<file path="src/rtl/wb_pkg.sv">
// Shared types and helpers for the writeback stage: load size encodings,
// register file geometry, the queued write request and load extension.
package wb_pkg;

  localparam int REG_ADDR_WIDTH = 5;
  localparam int NUM_REGS       = 32;
  localparam int WB_DATA_WIDTH  = 64;

  typedef enum logic [1:0] {
    LD_BYTE   = 2'b00,
    LD_HALF   = 2'b01,
    LD_WORD   = 2'b10,
    LD_DOUBLE = 2'b11
  } ld_size_e;

  typedef struct packed {
    logic [REG_ADDR_WIDTH-1:0] rd;
    logic [WB_DATA_WIDTH-1:0]  data;
  } wb_req_t;

  // Pick the low byte/half/word/double of a right-aligned load and fill the
  // upper bits with zeros or with copies of the top bit that was taken.
  // A double has no upper bits, so the unsigned flag has no effect on it.
  function automatic logic [WB_DATA_WIDTH-1:0] extend_load(
    input logic [WB_DATA_WIDTH-1:0] raw,
    input logic [1:0]               size,
    input logic                     is_unsigned
  );
    logic [WB_DATA_WIDTH-1:0] result;
    logic                     fill;
    result = raw;
    fill   = 1'b0;
    case (ld_size_e'(size))
      LD_BYTE: begin
        fill   = ~is_unsigned & raw[7];
        result = {{(WB_DATA_WIDTH-8){fill}}, raw[7:0]};
      end
      LD_HALF: begin
        fill   = ~is_unsigned & raw[15];
        result = {{(WB_DATA_WIDTH-16){fill}}, raw[15:0]};
      end
      LD_WORD: begin
        fill   = ~is_unsigned & raw[31];
        result = {{(WB_DATA_WIDTH-32){fill}}, raw[31:0]};
      end
      default: begin
        result = raw;
      end
    endcase
    return result;
  endfunction

  // One-hot decode of a destination register. x0 is never a real write,
  // so it decodes to an empty mask.
  function automatic logic [NUM_REGS-1:0] rd_onehot(
    input logic [REG_ADDR_WIDTH-1:0] rd
  );
    logic [NUM_REGS-1:0] mask;
    mask = '0;
    if (rd != '0) begin
      mask[rd] = 1'b1;
    end
    return mask;
  endfunction

endpackage

</file>
<file path="src/rtl/wb_fifo.sv">
// In-order FIFO of pending ALU write requests. Supports push and pop in the
// same cycle and also reports which registers its live entries will write.
module wb_fifo
  import wb_pkg::*;
#(
  parameter int DEPTH = 4
) (
  input  logic                clk,
  input  logic                reset,
  input  logic                push_i,
  input  wb_req_t             push_req_i,
  input  logic                pop_i,
  output wb_req_t             head_o,
  output logic                full_o,
  output logic                empty_o,
  output logic [NUM_REGS-1:0] rd_mask_o
);

  localparam int PTR_W = $clog2(DEPTH);
  localparam int CNT_W = PTR_W + 1;

  wb_req_t          mem_q [DEPTH];
  logic [PTR_W-1:0] wr_ptr_q, wr_ptr_d;
  logic [PTR_W-1:0] rd_ptr_q, rd_ptr_d;
  logic [CNT_W-1:0] count_q, count_d;
  logic             do_push;
  logic             do_pop;
  logic [PTR_W-1:0] slot_age;

  assign full_o  = (count_q == CNT_W'(DEPTH));
  assign empty_o = (count_q == '0);
  assign head_o  = mem_q[rd_ptr_q];
  assign do_pop  = pop_i & ~empty_o;
  assign do_push = push_i & ~full_o;

  // Advance pointers modulo DEPTH; count is unchanged when both happen.
  always_comb begin
    wr_ptr_d = wr_ptr_q;
    rd_ptr_d = rd_ptr_q;
    count_d  = count_q;
    if (do_push) begin
      wr_ptr_d = wr_ptr_q + PTR_W'(1);
    end
    if (do_pop) begin
      rd_ptr_d = rd_ptr_q + PTR_W'(1);
    end
    case ({do_push, do_pop})
      2'b10:   count_d = count_q + CNT_W'(1);
      2'b01:   count_d = count_q - CNT_W'(1);
      default: count_d = count_q;
    endcase
  end

  // Pointer and occupancy registers; reset empties the queue.
  always_ff @(posedge clk) begin
    if (reset) begin
      wr_ptr_q <= '0;
      rd_ptr_q <= '0;
      count_q  <= '0;
    end else begin
      wr_ptr_q <= wr_ptr_d;
      rd_ptr_q <= rd_ptr_d;
      count_q  <= count_d;
    end
  end

  // Entry storage needs no reset: only slots inside the count are ever read.
  always_ff @(posedge clk) begin
    if (do_push) begin
      mem_q[wr_ptr_q] <= push_req_i;
    end
  end

  // A slot is live when its distance from the read pointer is below count.
  always_comb begin
    rd_mask_o = '0;
    slot_age  = '0;
    for (int i = 0; i < DEPTH; i++) begin
      slot_age = PTR_W'(i) - rd_ptr_q;
      if (CNT_W'(slot_age) < count_q) begin
        rd_mask_o = rd_mask_o | rd_onehot(mem_q[i].rd);
      end
    end
  end

endmodule

</file>
<file path="src/rtl/writeback_unit.sv">
// Writeback stage: merges load and ALU results onto the single register
// file write port. Loads always win; ALU results that lose are queued in
// order and drained when no load is present.
module writeback_unit
  import wb_pkg::*;
#(
  parameter int BUS_DATA_WIDTH = 64,
  parameter int FIFO_DEPTH     = 4
) (
  input  logic                      clk,
  input  logic                      reset,
  input  logic                      alu_valid,
  output logic                      alu_ready,
  input  logic [REG_ADDR_WIDTH-1:0] alu_rd,
  input  logic [BUS_DATA_WIDTH-1:0] alu_data,
  input  logic                      ld_valid,
  input  logic [REG_ADDR_WIDTH-1:0] ld_rd,
  input  logic [BUS_DATA_WIDTH-1:0] ld_data,
  input  logic [1:0]                ld_size,
  input  logic                      ld_unsigned,
  output logic                      write_en,
  output logic [REG_ADDR_WIDTH-1:0] addressC,
  output logic [BUS_DATA_WIDTH-1:0] writeBack,
  output logic [NUM_REGS-1:0]       pending_mask
);

  logic                      write_en_q, write_en_d;
  logic [REG_ADDR_WIDTH-1:0] addressC_q, addressC_d;
  logic [BUS_DATA_WIDTH-1:0] writeBack_q, writeBack_d;

  logic                alu_accept;
  logic                fifo_push;
  logic                fifo_pop;
  logic                fifo_full;
  logic                fifo_empty;
  wb_req_t             fifo_head;
  wb_req_t             fifo_in;
  logic [NUM_REGS-1:0] fifo_rd_mask;

  // Readiness depends only on registered occupancy, so a full queue refuses
  // even in a cycle where it is about to drain an entry.
  assign alu_ready  = ~fifo_full;
  assign alu_accept = alu_valid & alu_ready;

  assign fifo_in.rd   = alu_rd;
  assign fifo_in.data = WB_DATA_WIDTH'(alu_data);

  wb_fifo #(
    .DEPTH (FIFO_DEPTH)
  ) u_fifo (
    .clk        (clk),
    .reset      (reset),
    .push_i     (fifo_push),
    .push_req_i (fifo_in),
    .pop_i      (fifo_pop),
    .head_o     (fifo_head),
    .full_o     (fifo_full),
    .empty_o    (fifo_empty),
    .rd_mask_o  (fifo_rd_mask)
  );

  // Arbitrate the write port: load, then queued ALU result, then a fresh ALU
  // result straight through. An accepted ALU result that does not go straight
  // through is queued. Writes to x0 use the slot but never raise write_en.
  always_comb begin
    write_en_d  = 1'b0;
    addressC_d  = addressC_q;
    writeBack_d = writeBack_q;
    fifo_pop    = 1'b0;
    fifo_push   = 1'b0;
    if (ld_valid) begin
      write_en_d  = (ld_rd != '0);
      addressC_d  = ld_rd;
      writeBack_d = BUS_DATA_WIDTH'(extend_load(WB_DATA_WIDTH'(ld_data),
                                                ld_size, ld_unsigned));
      fifo_push   = alu_accept;
    end else if (!fifo_empty) begin
      fifo_pop    = 1'b1;
      write_en_d  = (fifo_head.rd != '0);
      addressC_d  = fifo_head.rd;
      writeBack_d = BUS_DATA_WIDTH'(fifo_head.data);
      fifo_push   = alu_accept;
    end else if (alu_accept) begin
      write_en_d  = (alu_rd != '0);
      addressC_d  = alu_rd;
      writeBack_d = alu_data;
    end
  end

  // Write port registers; reset discards any write that was about to happen.
  always_ff @(posedge clk) begin
    if (reset) begin
      write_en_q  <= 1'b0;
      addressC_q  <= '0;
      writeBack_q <= '0;
    end else begin
      write_en_q  <= write_en_d;
      addressC_q  <= addressC_d;
      writeBack_q <= writeBack_d;
    end
  end

  assign write_en  = write_en_q;
  assign addressC  = addressC_q;
  assign writeBack = writeBack_q;

  // Registers still owed a write: everything queued plus whatever is on the
  // port right now. A bit drops the cycle after its write is presented.
  always_comb begin
    pending_mask = fifo_rd_mask;
    if (write_en_q) begin
      pending_mask = pending_mask | rd_onehot(addressC_q);
    end
  end

endmodule

</file>
<file path="config.mk">
export PLATFORM = sky130hd
export DESIGN_NAME = writeback_unit
export DESIGN_NICKNAME = d
export VERILOG_FILES = /design/src/rtl/wb_pkg.sv /design/src/rtl/wb_fifo.sv /design/src/rtl/writeback_unit.sv
export SDC_FILE = /design/constraint.sdc
export NUM_CORES = 1
export LEC_CHECK = 0
export ABC_AREA = 1
export BUFFER_PORTS_ARGS = -buffer_cell sky130_fd_sc_hd__buf_2
export CORE_MARGIN = 8
export CORE_UTILIZATION = 60
export DETAILED_ROUTE_END_ITERATION = 7
export PLACE_DENSITY = 0.85
export SLEW_MARGIN = 10
export SYNTH_ARGS = -nofsm -noshare
export SYNTH_HDL_FRONTEND = slang
export SYNTH_SLANG_ARGS = --single-unit
</file>
<file path="constraint.sdc">
create_clock -name clk -period 16.3 [get_ports clk]
set_clock_uncertainty 0.2 [all_clocks]
set_input_delay 3.26 -clock clk [delete_from_list [all_inputs] [get_ports clk]]
set_output_delay 3.26 -clock clk [all_outputs]
set_load 0.01 [all_outputs]
</file>
==> reports/qor.yml, run 1 <==
outcome: "complete, no violations"
r2r_start: "u_fifo.count_q[2]"
synth_cell_types: 36
coreArea_um2: 27600
hp-start: "u_fifo.rd_ptr_q[0]"
cts_hold_buf: 0
initial_core_util_pct: 60.6
relSlewSlack_pct: 24.2
startpoint_type: "input pin"
synth_edf_count: 276
drt_wl_total_um: 50300
drv_cap: 0
critPathCaptureType: "flip-flop"
die_h_um: 183
die-area_um2: 33500
grt_pass1_vias: 14300
synthTopCellsByArea: "edfxtp_1 (49%), dfxtp_1 (9.4%), nand2_1 (7.9%)"
p_seq_share_pct: 39.2
worst-r2r-setup-slack_ns: 12.93
postLayoutCoreUtil_pct: 69.4
report.final.setup_viol: 0
ys_seq_area_share_pct: 58.9
crit_fanout: 72
clk_latency_ns: 0.52
num_rows: 61
yosys.area.top_type_share_pct: 49.5
synth_ff_type: "edfxtp_1"
place_congestion: 0.969
grt_max_degree: 102
grt_pass1_wl_um: 76500
areaGrowthSynthToFinish_pct: 14.6
via_per_inst: 5.99
cts_buffers: 35
dp_hpwl_um: 31400
io_buffer_count: 246
wire_per_inst_um: 20.5
dr.first_iter.drc_count: 1787
grt_overflow: 0
drc_errors: 0
firstDrtPassIters: 6
grt_use_total_pct: 28.9
die_w_um: 183
p_comb_share_pct: 34.0
leakage_nw: 8.00
setup-tns-final_ns: 0
final-seq-area_um2: 9870
cts.sinks: 355
p_sw_mw: 1.17
post_cts_resized: 0
num_io_pins: 248
rr_worst_depth: 7
tightest_slew_ns: 1.14
maxSlewViolCount: 0
ir_worst_vdd_v: 0.000133
post-cts-setup-buffers: 0
finalNetCount: 2189
path_common_cell: "buf_4"
power.internal_mw: 1.94
fmax_ghz: 0.157
antenna_found_initial: 10
cp_slowest_cell: "nor2_4"
clockBufferDepth: 3
syn-cell-area_um2: 16700
yosysWarnings: 0
synth_top_cell_by_area: "edfxtp_1"
clkPwrFrac_pct: 26.9
avgSynthCellArea_um2: 9.07
synth_nets: 2002
finalHoldViolations: 0
cts_tree: "built"
drtAntennaViolNets: 0
worstHoldPathType: "flip-flop to flip-flop"
multiInputGateArea_um2: 5860
whs_path_depth: 1
pwr_density_cell_nw_per_um2: 163
cts.reportedPaths.clkPinSlew_ns: 0.06
num_vias: 14600
ys_seq_elements: 355
period_share_pct: 39.0
syn_inst: 1847
crit_start: "ld_valid"
cp.arrival_ns: 6.31
slowest_delay_ns: 0.87
rr_endpoint: "u_fifo.mem_q[2][40]"
fin_crit_ns: 6.36
drive_above_1_share_pct: 16.5
async_reset_ff_share_pct: 0
p_sw_share_pct: 37.7
cts-root-buf: "clkbuf_16"
rsz0062_at_grt: "no"
cp_cell_sequence: "buf_2, buf_4, inv_1, nand2_1, nand3_2, nor2_4, buf_4"
fillers: 2065
worstSetupPathType: "input pin to flip-flop"
cts_max_level: 2
worst_ep_required_time_ns: 16.25
==> metrics by stage <==
step | hold slack (ns) | instance area [um^2] | instances | worst slack [ns] | power (mW)
2_1_floorplan | 0.277 | 16700 | 1847 | 8.87 | 1.96
3_3_place_gp | 0.296 | 18000 | 2375 | 9.57 | 2.23
3_5_place_dp | 0.307 | 18000 | 2375 | 9.53 | 2.27
4_1_cts | 0.323 | 19200 | 2439 | 10.03 | 3.11
5_1_grt | 0.364 | 19200 | 2444 | 9.81 | 3.27
6_report | 0.326 | 19200 | 2446 | 9.94 | 3.12
==> power groups by stage <==
stage / Clock (mW) / Sequential (mW) / Combinational, mW
after floorplan: 0 / 1.24 / 0.718
after global placement: 0 / 1.23 / 1.00
after detailed placement: 0 / 1.23 / 1.03
after CTS: 0.840 / 1.22 / 1.05
after global routing: 0.876 / 1.23 / 1.16
final: 0.838 / 1.22 / 1.06
==> critical path: cells and delay by family <==
family | cells | cell delay [ns]
buffers and inverters | 4 | 1.55
and+or+nand+nor | 3 | 1.41
==> worst max path at each step <==
stage                                     end  slack, ns  cells after the start
after global placement    u_fifo.mem_q[2][61]       9.57                      7
after detailed placement  u_fifo.mem_q[2][57]       9.53                      7
final                     u_fifo.mem_q[2][40]       9.94                      7
after global routing      u_fifo.mem_q[2][41]       9.81                      7
after CTS                 u_fifo.mem_q[2][40]      10.03                      7
after floorplan            u_fifo.mem_q[0][0]       8.87                      5
==> per-layer routing <==
layer	track usage [%]	up-vias	part of all wire, %
met4	15.8	10	5.2
met2	48.6	884	49
met1	34.5	6873	37
met3	5.94	174	9.4
met5	0	-	0.11
li1	-	6699	-
==> cell usage after synthesis (2+ instances only) <==
cell,n
clkbuf_1,40
nand2_1,351
a22oi_1,11
nand3_1,125
buf_1,3
edfxtp_1,276
ha_1,9
nand2_2,3
o211ai_1,6
buf_6,17
buf_4,16
buf_2,32
o21a_1,3
a31oi_1,14
nand4_1,5
nor2_1,299
a21oi_1,118
dfxtp_1,79
o21ai_0,217
inv_1,107
nor3_1,22
o21ai_1,45
or2_2,2
nor3_4,2
inv_2,6
nor2_4,4
o22ai_1,26
==> state kept, by name (all words and copies together) (netlist names), named ones only <==
signal / count
u_fifo.mem_q: 276
writeBack: 64
addressC: 5
u_fifo.count_q: 3
u_fifo.rd_ptr_q: 2
u_fifo.wr_ptr_q: 2
write_en: 1
==> area by class of cell <==
type / instances / share of cell area [%]
Multi-Input combinational cell: 1270 / 30.5
Clock buffer: 46 / 5.21
Inverter: 113 / 2.23
Timing Repair Buffer: 259 / 6.93
Clock inverter: 18 / 1.10
Antenna cell: 7 / 0.0913
Tap cell: 378 / 2.46
Sequential cell: 355 / 51.5
==> cells in the final DEF, fill, tap and decap left out, drive strengths merged, types with 11 or more instances in the layout <==
cell / netlist / layout
a21oi: 118 / 118
a22oi: 11 / 11
a31oi: 14 / 14
buf: 68 / 259
clkbuf: 41 / 46
clkinv: 0 / 11
dfxtp: 79 / 79
edfxtp: 276 / 276
inv: 113 / 113
nand2: 355 / 355
nand3: 127 / 127
nor2: 303 / 303
nor3: 24 / 24
o21ai: 263 / 263
o22ai: 26 / 26
==> cells by family after synthesis <==
family                   synth area share, %
flip-flops                              58.9
other                                 0.0224
buffers and inverters                   6.34
adder cells (fa/ha/maj)                0.792
XOR/XNOR                              0.0523
AND/OR/NAND/NOR                         20.0
AO/OA/AOI/OAI                           13.8
No activity file was read; power rests on OpenSTA's default activity.
==> inputs of run 2 (changes only) <==
CORE_UTILIZATION = 52   (was 60)
PLACE_DENSITY = 0.79   (was 0.85)
clock period = 5.15 ns   (was 16.3 ns; I/O delays follow)
==> reports/qor.yml, run 2 (synthesized netlist as in run 1, its figures left out) <==
via_per_inst: 5.80
antenna_found_initial: 8
top_layer_used: "met5"
drc_errors: 0
hp-start: "u_fifo.rd_ptr_q[0]"
final_cell_mix: "nand2_1 (350), nor2_1 (295), edfxtp_1 (276)"
cts_max_level: 2
cts.reportedPaths.clkPinSlew_ns: 0.06
fmax_ghz: 0.252
clkPwrFrac_pct: 27.3
place_congestion: 0.959
drive_above_1_share_pct: 16.7
initial_core_util_pct: 52.9
outcome: "complete, no violations"
power.internal_mw: 6.24
grt_max_degree: 102
regMostFlops: "u_fifo.mem_q"
grt_use_total_pct: 25.1
routed-wl-met2_um: 24100
post-cts-setup-buffers: 0
coreArea_um2: 31600
p_comb_share_pct: 33.5
crit_fanout: 5
layout_setup_ws_ns: 1.18
cp.arrival_ns: 2.74
cts_tree: "built"
p_sw_mw: 3.65
drv_cap: 0
r2r_start: "u_fifo.count_q[2]"
cts_buffers: 35
pwr_density_cell_nw_per_um2: 513
rsz0062_at_grt: "no"
rr_endpoint: "u_fifo.mem_q[1][65]"
p_seq_share_pct: 39.1
leakage_nw: 8.04
worstHoldPathType: "flip-flop to flip-flop"
finalNetCount: 2191
worstSetupPathType: "flip-flop to output port"
clockBufferDepth: 3
wire_per_inst_um: 20.2
mostFrequentLayoutCell: "nand2_1"
dr.first_iter.drc_count: 1507
num_vias: 14300
maxSlewViolCount: 0
drt_wl_total_um: 49900
drtAntennaViolNets: 0
largest_reg_flops: 276
post_cts_resized: 0
die-area_um2: 38200
pre_cts_slack_ns: 1.44
relSlewSlack_pct: 24.7
firstDrtPassIters: 6
num_io_pins: 248
met3RoutedLength_um: 4100
grt_pass1_wl_um: 76700
die_h_um: 195
fin_crit_ns: 3.97
holdWs_ns: 0.321
die_w_um: 195
grt_pass1_vias: 13900
rr_worst_depth: 7
worst-r2r-setup-slack_ns: 2.30
p_sw_share_pct: 36.9
period_share_pct: 77.0
grt_overflow: 0
startpoint_type: "flip-flop"
whs_path_depth: 1
num_rows: 65
worst_ep_required_time_ns: 3.92
fillers: 2590
critPathCaptureType: "output port"
cts_hold_buf: 0
setup-tns-final_ns: 0
io_buffer_count: 246
clk_latency_ns: 0.51
met1Wirelength_um: 19700
cts.sinks: 355
dp_hpwl_um: 32700
cts-root-buf: "clkbuf_16"
tightest_slew_ns: 1.13
ir_worst_vdd_v: 0.000263
finalHoldViolations: 0
areaGrowthSynthToFinish_pct: 15.1
report.final.setup_viol: 0
## run 2: per-stage QoR
step	instances	area [um^2]	util, %	power, mW
after detailed placement	2401	18000	57.0	7.20
after global routing	2466	19300	60.9	10.4
after CTS	2463	19300	60.9	9.89
after floorplan	1847	16700	-	6.20
final	2469	19300	60.9	9.89
after global placement	2401	18000	57.0	7.09
## run 2: power groups by stage
stage	Clock (mW)	Sequential, mW	Combinational [mW]
after CTS	2.72	3.86	3.30
final	2.70	3.87	3.32
after global placement	0	3.90	3.19
after detailed placement	0	3.92	3.28
after global routing	2.83	3.91	3.67
after floorplan	0	3.92	2.27
## run 2: worst max-delay path by stage
stage,start,endpoint,slack (ns),cells after the start
global route,u_fifo.count_q[1],pending_mask[20],1.01,9
CTS,u_fifo.count_q[1],pending_mask[16],1.21,9
global placement,ld_valid,u_fifo.mem_q[1][57],1.53,6
finish,u_fifo.count_q[1],pending_mask[16],1.18,9
detailed placement,ld_valid,u_fifo.mem_q[1][58],1.44,6
floorplan,ld_valid,u_fifo.mem_q[0][0],-0.05,5
## run 2: cell type report
cell class                      count  area [um^2]  share of cell area [%]
Antenna cell                        6         15.0                  0.0779
Clock buffer                       43          946                    4.91
Clock inverter                     19          277                    1.43
Inverter                          113          428                    2.22
Multi-Input combinational cell   1270         5860                    30.4
Sequential cell                   355         9870                    51.2
Tap cell                          402          503                    2.61
Timing Repair Buffer              261         1380                    7.17
## run 2: metal layers
layer,vias up,track usage (%)
met5,-,0
met4,6,10.7
met3,116,4.44
met2,689,42.2
met1,6805,31.7
li1,6704,-
## run 2: worst max-delay path, stage by stage, from the launching register on
cell	delay [ns]
dfxtp_1	0.39
inv_1	0.16
ha_1	0.34
nor2_1	0.04
nand2_1	0.06
nand2_1	0.12
nor3_1	0.67
a22oi_1	0.16
nand2_1	0.15
buf_2	0.15
